File: config.mk
export PLATFORM = sky130hd
export DESIGN_NAME = display_word_queue_flat
export DESIGN_NICKNAME = d
export VERILOG_FILES = /design/src/rtl/display_word_queue_pkg.sv /design/src/rtl/display_word_queue_if.sv /design/src/rtl/display_word_queue_dwell_timer.sv /design/src/rtl/display_word_queue.sv /design/src/flat_wrapper.sv
export SDC_FILE = /design/constraint.sdc
export NUM_CORES = 1
export LEC_CHECK = 0
export BUFFER_PORTS_ARGS = -buffer_cell sky130_fd_sc_hd__buf_2
export CAP_MARGIN = 40
export CORE_MARGIN = 3
export CORE_UTILIZATION = 29
export DETAILED_ROUTE_END_ITERATION = 10
export PLACE_DENSITY = 0.54
export SYNTH_ARGS = -nofsm -noshare
export SYNTH_HDL_FRONTEND = slang
export SYNTH_HIERARCHICAL = 1
export SYNTH_SLANG_ARGS = --single-unit
File: constraint.sdc
create_clock -name clk -period 5.6 [get_ports clk]
set_input_delay 0.28 -clock clk [delete_from_list [all_inputs] [get_ports clk]]
set_output_delay 0.28 -clock clk [all_outputs]
set_load 0.01 [all_outputs]
File: src/rtl/display_word_queue_pkg.sv
// rtl/display_word_queue_pkg.sv - word/digit widths and leading-zero helper shared with the scan driver
package disp_pkg;

  localparam int WORD_W        = 16;
  localparam int NIBBLE_W      = 4;
  localparam int DIGITS        = 4;
  localparam int DWELL_DEFAULT = 50_000_000;

  typedef logic [NIBBLE_W-1:0] digit_t;
  typedef logic [WORD_W-1:0]   word_t;

  localparam logic [DIGITS-1:0] BLANK_RESET = 4'b0111;

  // Bit i set when digits 0..i are all zero; the rightmost digit always shows.
  function automatic logic [DIGITS-1:0] leading_zero_mask(input word_t w);
    logic [DIGITS-1:0] m;
    logic              zero_run;
    digit_t            d;
    m        = '0;
    zero_run = 1'b1;
    for (int i = 0; i < DIGITS - 1; i++) begin
      d        = w[WORD_W-1-i*NIBBLE_W -: NIBBLE_W];
      zero_run = zero_run && (d == '0);
      m[i]     = zero_run;
    end
    return m;
  endfunction

endpackage

File: src/rtl/display_word_queue_if.sv
// rtl/display_word_queue_if.sv - producer and display-side signals of the word queue (DISPLAY_WORD_QUEUE_BLANK_EN adds blank_mask)
interface display_word_queue_if #(
  parameter int DEPTH = 8
);
  import disp_pkg::*;

  localparam int CNT_W = $clog2(DEPTH + 1);

  logic             in_valid;
  word_t            in_data;
  logic             in_ready;
  logic             clear;
  word_t            show_word;
  logic             show_valid;
  logic [CNT_W-1:0] count;
  logic [7:0]       retired;
  logic             overflow;
`ifdef DISPLAY_WORD_QUEUE_BLANK_EN
  logic [DIGITS-1:0] blank_mask;
`endif

  modport master (
    output in_valid, in_data, clear,
`ifdef DISPLAY_WORD_QUEUE_BLANK_EN
    input  blank_mask,
`endif
    input  in_ready, show_word, show_valid, count, retired, overflow
  );

  modport slave (
    input  in_valid, in_data, clear,
`ifdef DISPLAY_WORD_QUEUE_BLANK_EN
    output blank_mask,
`endif
    output in_ready, show_word, show_valid, count, retired, overflow
  );

endinterface

File: src/rtl/display_word_queue_dwell_timer.sv
// rtl/display_word_queue_dwell_timer.sv - counts display dwell and pulses expire on the last cycle
module dwell_timer #(
  parameter int DWELL_CYCLES = 50_000_000
) (
  input  logic clk,
  input  logic rst_n,
  input  logic run,
  input  logic restart,
  output logic expire
);

  localparam int CNT_W = (DWELL_CYCLES > 2) ? $clog2(DWELL_CYCLES) : 1;
  localparam logic [CNT_W-1:0] LAST = CNT_W'(DWELL_CYCLES - 1);

  logic [CNT_W-1:0] cnt;
  logic             at_last;

  assign at_last = (cnt == LAST);
  assign expire  = run && at_last && !restart;

  always_ff @(posedge clk or negedge rst_n) begin
    if (!rst_n) begin
      cnt <= '0;
    end else if (restart) begin
      cnt <= '0;
    end else if (run) begin
      cnt <= at_last ? '0 : cnt + CNT_W'(1);
    end
  end

endmodule

File: src/rtl/display_word_queue.sv
// rtl/display_word_queue.sv - FIFO of display words, each held for a dwell period; last word stays shown
// Optional leading-zero blanking output under DISPLAY_WORD_QUEUE_BLANK_EN.
module display_word_queue
  import disp_pkg::*;
#(
  parameter int DEPTH        = 8,
  parameter int DWELL_CYCLES = DWELL_DEFAULT
) (
  input  logic                clk,
  input  logic                rst_n,
  display_word_queue_if.slave bus
);

  localparam int AW    = $clog2(DEPTH);
  localparam int CNT_W = $clog2(DEPTH + 1);
  localparam logic [CNT_W-1:0] FULL = CNT_W'(DEPTH);

  word_t            mem [DEPTH];
  logic [AW-1:0]    rd_ptr;
  logic [AW-1:0]    wr_ptr;
  logic [CNT_W-1:0] count_q;
  word_t            show_word_q;
  logic             show_valid_q;
  logic [7:0]       retired_q;
  logic             overflow_q;

  logic  push;
  logic  pop;
  logic  expire;
  logic  load_empty;
  word_t next_word;

  assign bus.in_ready = (count_q != FULL) && !bus.clear;
  assign push         = bus.in_valid && bus.in_ready;
  assign pop          = expire && (count_q >= CNT_W'(2));
  assign load_empty   = push && (count_q == '0);
  assign next_word    = mem[rd_ptr + AW'(1)];

  dwell_timer #(
    .DWELL_CYCLES(DWELL_CYCLES)
  ) u_dwell (
    .clk    (clk),
    .rst_n  (rst_n),
    .run    (show_valid_q),
    .restart(bus.clear || load_empty),
    .expire (expire)
  );

  always_ff @(posedge clk) begin
    if (push) begin
      mem[wr_ptr] <= bus.in_data;
    end
  end

  // The head entry is mirrored in show_word_q; a pop moves the mirror to the next slot.
  always_ff @(posedge clk or negedge rst_n) begin
    if (!rst_n) begin
      rd_ptr       <= '0;
      wr_ptr       <= '0;
      count_q      <= '0;
      show_word_q  <= '0;
      show_valid_q <= 1'b0;
      retired_q    <= '0;
      overflow_q   <= 1'b0;
    end else if (bus.clear) begin
      rd_ptr       <= '0;
      wr_ptr       <= '0;
      count_q      <= '0;
      show_word_q  <= '0;
      show_valid_q <= 1'b0;
      retired_q    <= '0;
      overflow_q   <= 1'b0;
    end else begin
      if (push) begin
        wr_ptr <= wr_ptr + AW'(1);
      end
      if (pop) begin
        rd_ptr    <= rd_ptr + AW'(1);
        retired_q <= retired_q + 8'd1;
      end
      if (push && !pop) begin
        count_q <= count_q + CNT_W'(1);
      end else if (pop && !push) begin
        count_q <= count_q - CNT_W'(1);
      end
      if (load_empty) begin
        show_word_q  <= bus.in_data;
        show_valid_q <= 1'b1;
      end else if (pop) begin
        show_word_q <= next_word;
      end
      if (bus.in_valid && !bus.in_ready) begin
        overflow_q <= 1'b1;
      end
    end
  end

`ifdef DISPLAY_WORD_QUEUE_BLANK_EN
  logic [DIGITS-1:0] blank_q;

  always_ff @(posedge clk or negedge rst_n) begin
    if (!rst_n) begin
      blank_q <= BLANK_RESET;
    end else if (bus.clear) begin
      blank_q <= BLANK_RESET;
    end else if (load_empty) begin
      blank_q <= leading_zero_mask(bus.in_data);
    end else if (pop) begin
      blank_q <= leading_zero_mask(next_word);
    end
  end

  assign bus.blank_mask = blank_q;
`endif

  assign bus.show_word  = show_word_q;
  assign bus.show_valid = show_valid_q;
  assign bus.count      = count_q;
  assign bus.retired    = retired_q;
  assign bus.overflow   = overflow_q;

endmodule
File: src/flat_wrapper.sv
// flat-port wrapper written by rule: the top's interface ports become plain ports
module display_word_queue_flat import disp_pkg::*;
#(
  parameter int DEPTH        = 8,
  parameter int DWELL_CYCLES = DWELL_DEFAULT
)
  (clk, rst_n, bus_in_valid, bus_in_data, bus_clear, bus_in_ready, bus_show_word, bus_show_valid, bus_count, bus_retired, bus_overflow);
  display_word_queue_if #(.DEPTH(DEPTH)) bus_i ();
  input  logic clk;
  input  logic rst_n;
  input wire logic [$bits(bus_i.in_valid)-1:0] bus_in_valid;
  input wire logic [$bits(bus_i.in_data)-1:0] bus_in_data;
  input wire logic [$bits(bus_i.clear)-1:0] bus_clear;
  output wire logic [$bits(bus_i.in_ready)-1:0] bus_in_ready;
  output wire logic [$bits(bus_i.show_word)-1:0] bus_show_word;
  output wire logic [$bits(bus_i.show_valid)-1:0] bus_show_valid;
  output wire logic [$bits(bus_i.count)-1:0] bus_count;
  output wire logic [$bits(bus_i.retired)-1:0] bus_retired;
  output wire logic [$bits(bus_i.overflow)-1:0] bus_overflow;
  assign bus_i.in_valid = bus_in_valid;
  assign bus_i.in_data = bus_in_data;
  assign bus_i.clear = bus_clear;
  assign bus_in_ready = bus_i.in_ready;
  assign bus_show_word = bus_i.show_word;
  assign bus_show_valid = bus_i.show_valid;
  assign bus_count = bus_i.count;
  assign bus_retired = bus_i.retired;
  assign bus_overflow = bus_i.overflow;
  display_word_queue #(.DEPTH(DEPTH), .DWELL_CYCLES(DWELL_CYCLES)) u_core (.clk(clk), .rst_n(rst_n), .bus(bus_i));
endmodule
==> results.md <==
* Port Buf Inserts at 50
* CTS resizes at 0
* Synth Flop Type: edfxtp_1
* Inst Count DP at 1,046
* Clk root buf: clkbuf_16
* Post-Route WL at 19.05 mm
* Post-DP HPWL at 11.00 mm
* Total gr overflow at 0
* Avg Inst Size Synth at 13.03 um^2
* Synthesized flop and latch total at 190
* Routed wl met2 at 8.903 mm
* Final hold violation count at 0
* Max incr delay on CP at 0.71 ns
* Area contributors post-synth: edfxtp_1 (46%), dfrtp_1 (19%), mux2i_1 (8.0%), nand3_1 (4.8%), nand4_1 (1.9%)
* Std-Cell Rows at 61
* Crit end category: register
* Max Freq at 0.3063 GHz
* Synth area leader: edfxtp_1
* Crit-path cells: nor4_2, a21o_1, nor4_1, o31ai_1, nand2_1, ha_1, a21o_1, a21oi_1, mux2i_1, o311ai_0
* Worst Hold Class: in2reg
* Final clock period utilization by the worst path at 0.5830
* Synth warn at 6
* Routability cong. at 0.7638
* Post-route DRC violation count at 0
* Maximum VDD drop at 185.1 uV
* Post-synth EDFFs at 128
* Largest net degree at the start of global routing at 39
* Initial antenna violation count at 0
* Share of post-route cells with drive strength above 1 at 0.1769
* Skew-Pair Late Insertion Delay at 0.43 ns
* CP dominant cell by count: a21o_1
* Leakage at 3.336 nW
* Mapped Cells at 637
* Initial DRC count at 464
* Antenna-violating nets left at 0
* Diodes inserted at 0
* Top sig layer: met4
* Pins Over Slew Limit at 0
* CTS tree: built
* Starting Density at 0.2962
* CTS H-tree depth at 4
* Distinct cells, synth at 53
* Max_cap viols at 0
* Sequential-to-total area share from yosys stat at 0.6502
* Finish-stage setup viols at 0
* Metal3 WL at 844 um
* P&R area growth vs syn at 17.04%
* Setup TNS at 0 ns
* Clock skew at 0.01181 ns
* Clock Tree Buf Depth at 2
* Core Region at 0.02801 mm^2
* I/O pins at 51
* Die Ht at 175.2 um
* Worst Path Required at 5.92 ns
* Worst hold slack at 0.1285 ns
* 1st-pass router iterations at 5
* Reg clk slew, reported paths at 0.08 ns
* Crit Path Class: reg2reg
* Slew HR at 0.4473
* RSZ-0062 raised after global routing: no
* CTS Sinks at 190
* Die Wd at 175.2 um
* DIE AREA at 0.03068 mm^2
* P per Cell Area at 301.2 mW/mm^2
* Metal1 wirelength at 9.157 mm
* Area share of the largest cell type after synthesis at 0.4632
* CP Data Arrival Time at 3.58 ns
* Fin cells at 1,079
* Setup crit start kind: register
* Fin util at 0.3467
* Via/cell ratio at 4.979
* Worst-path fanout max at 11
* Via count at 5,372
* Net Count, Synth at 664
* Nets at 715
* Status: complete, no violations
* GRT Overall Usage at 0.1256
* CTS Buf Count at 17
* Vias in the first global route at 5,216
* Synthesized area at 0.008298 mm^2
* Routed len/inst at 17.66 um
* First-pass GRT wire length at 30.05 mm
* Asr flop ratio synth at 0.3263
* Min Tclk post-route at 3.265 ns
* Worst Tran Pin Value at 0.8291 ns
* Crit-path slowest cell: nor4_1
## layout by cell type (no fill, tap or decap), types with 2 or more instances in the layout
master | synthesis | layout
xor2_1 | 10 | 9
nor3_1 | 11 | 9
nor4_2 | 1 | 2
clkinv_8 | 0 | 7
or4_4 | 2 | 2
inv_6 | 0 | 2
ha_1 | 6 | 5
nand4_1 | 25 | 25
nor2_1 | 28 | 27
buf_4 | 0 | 17
and4_1 | 3 | 3
dfrtp_1 | 62 | 62
nand3b_1 | 2 | 2
edfxtp_1 | 128 | 128
nor4_1 | 8 | 7
or3_1 | 5 | 5
o21ai_0 | 11 | 11
and3_1 | 5 | 5
nand3_1 | 79 | 79
o22ai_1 | 2 | 2
mux2i_1 | 66 | 66
nor3b_2 | 0 | 2
inv_1 | 11 | 11
xnor2_1 | 11 | 10
a22oi_1 | 16 | 16
or4_1 | 6 | 6
o31ai_1 | 9 | 8
o32ai_1 | 3 | 3
nor4b_1 | 4 | 2
nor4b_2 | 0 | 2
inv_8 | 0 | 2
nand2_1 | 28 | 28
buf_2 | 12 | 50
o21ai_1 | 10 | 10
a21oi_1 | 22 | 22
nor3_2 | 0 | 2
clkbuf_16 | 0 | 17
a21o_1 | 4 | 4
## critical path: cells and delay by family (launching register included)
| kind | cells | cell delay, ns |
|---|---|---|
| multiplexers | 1 | 0.12 |
| AO/OA/AOI/OAI | 5 | 1.29 |
| AND/OR/NAND/NOR | 3 | 0.98 |
| flip-flops | 1 | 0.52 |
| adder cells (fa/ha/maj) | 1 | 0.24 |
## where the power goes
part / switching, mW / total, mW / internal, mW
sequential: 0.0242 / 1.56 / 1.53
combinational: 0.101 / 0.153 / 0.0518
clock: 0.606 / 1.22 / 0.609
## cells by family (layout without fill, tap and decap cells)
group,Yosys count,in the layout,share of synthesized area
simple gates,217,217,0.1416
compound gates,87,87,0.06921
flops,190,190,0.6502
buf+inv,49,113,0.02578
xor+xnor,21,21,0.02216
fa+ha+maj,7,7,0.01146
mux,66,66,0.07961
## repair_timing
item,in CTS,in global routing
hold endpoints to repair,30,0
setup endpoints to repair,0,0
hold buffers,1,0
setup buffers,0,0
## Yosys cell counts, types with 2 or more instances
master / count
dfrtp_1: 62
o22ai_1: 2
nor4b_1: 4
nand3b_1: 2
o21ai_1: 10
a21o_1: 4
o31ai_1: 9
buf_6: 2
clkbuf_1: 23
or3_1: 5
buf_2: 12
nand2_1: 28
or4_4: 2
xnor2_1: 11
and3_1: 5
o32ai_1: 3
mux2i_1: 66
a21oi_1: 22
nand3_1: 79
inv_1: 11
ha_1: 6
nor4_1: 8
nor3b_1: 2
o21ai_0: 11
a22oi_1: 16
or4_1: 6
xor2_1: 10
and4_1: 3
nand4_1: 25
nor3_1: 11
nor2_1: 28
edfxtp_1: 128
## cell type report
| class | count | area [um^2] |
|---|---|---|
| fillers | 2796 | 18300 |
| clock buffers | 17 | 425.4 |
| repair buffers | 70 | 422.9 |
| inverters | 11 | 41.29 |
| clock inverters | 15 | 191.4 |
| well taps | 378 | 473.0 |
| flip-flops and latches | 190 | 5395 |
| multi-input cells | 398 | 2763 |
## per-layer routing
metal / vias up / track usage
met3: 13 / 0.02694
met4: 0 / 0.02892
met2: 114 / 0.1957
met5: - / 0
met1: 2703 / 0.1801
li1: 2542 / -
## final timing paths
check                                   startpoint                       to  slack, ns  cells after the start
setup / recovery               u_core/bus.count[3]      u_core/bus.count[3]       2.34                     10
hold / removal                      bus_in_data[2]         u_core/mem[0][2]       0.13                      1
setup reg to reg               u_core/bus.count[3]      u_core/bus.count[3]       2.34                     10
hold reg to reg            u_core/bus.show_word[4]  u_core/bus.show_word[4]       0.51                      2
max in group asynchronous                    rst_n         u_core/wr_ptr[1]       4.63                      4
min in group asynchronous                    rst_n   u_core/u_dwell/cnt[21]       0.42                      3
## through the flow
stage | area (um^2) | total power [mW] | worst slack (ns)
3_3_place_gp | 9050 | 1.737 | 2.548
5_1_grt | 9712 | 3.036 | 2.030
6_report | 9712 | 2.926 | 2.335
4_1_cts | 9712 | 2.963 | 2.363
2_1_floorplan | 8298 | 1.660 | 2.475
3_5_place_dp | 9085 | 1.743 | 2.398
## registers in the layout, summed over array words and instances (netlist names)
register and count:
u_core/rd_ptr 3, u_core/wr_ptr 3, u_core/bus.retired 8, u_core/bus.show_word 16, u_core/bus.show_valid 1, u_core/bus.overflow 1, u_core/u_dwell/cnt 26, u_core/mem 128
u_core/bus.count 4
No activity file was read; power rests on OpenSTA's default activity.
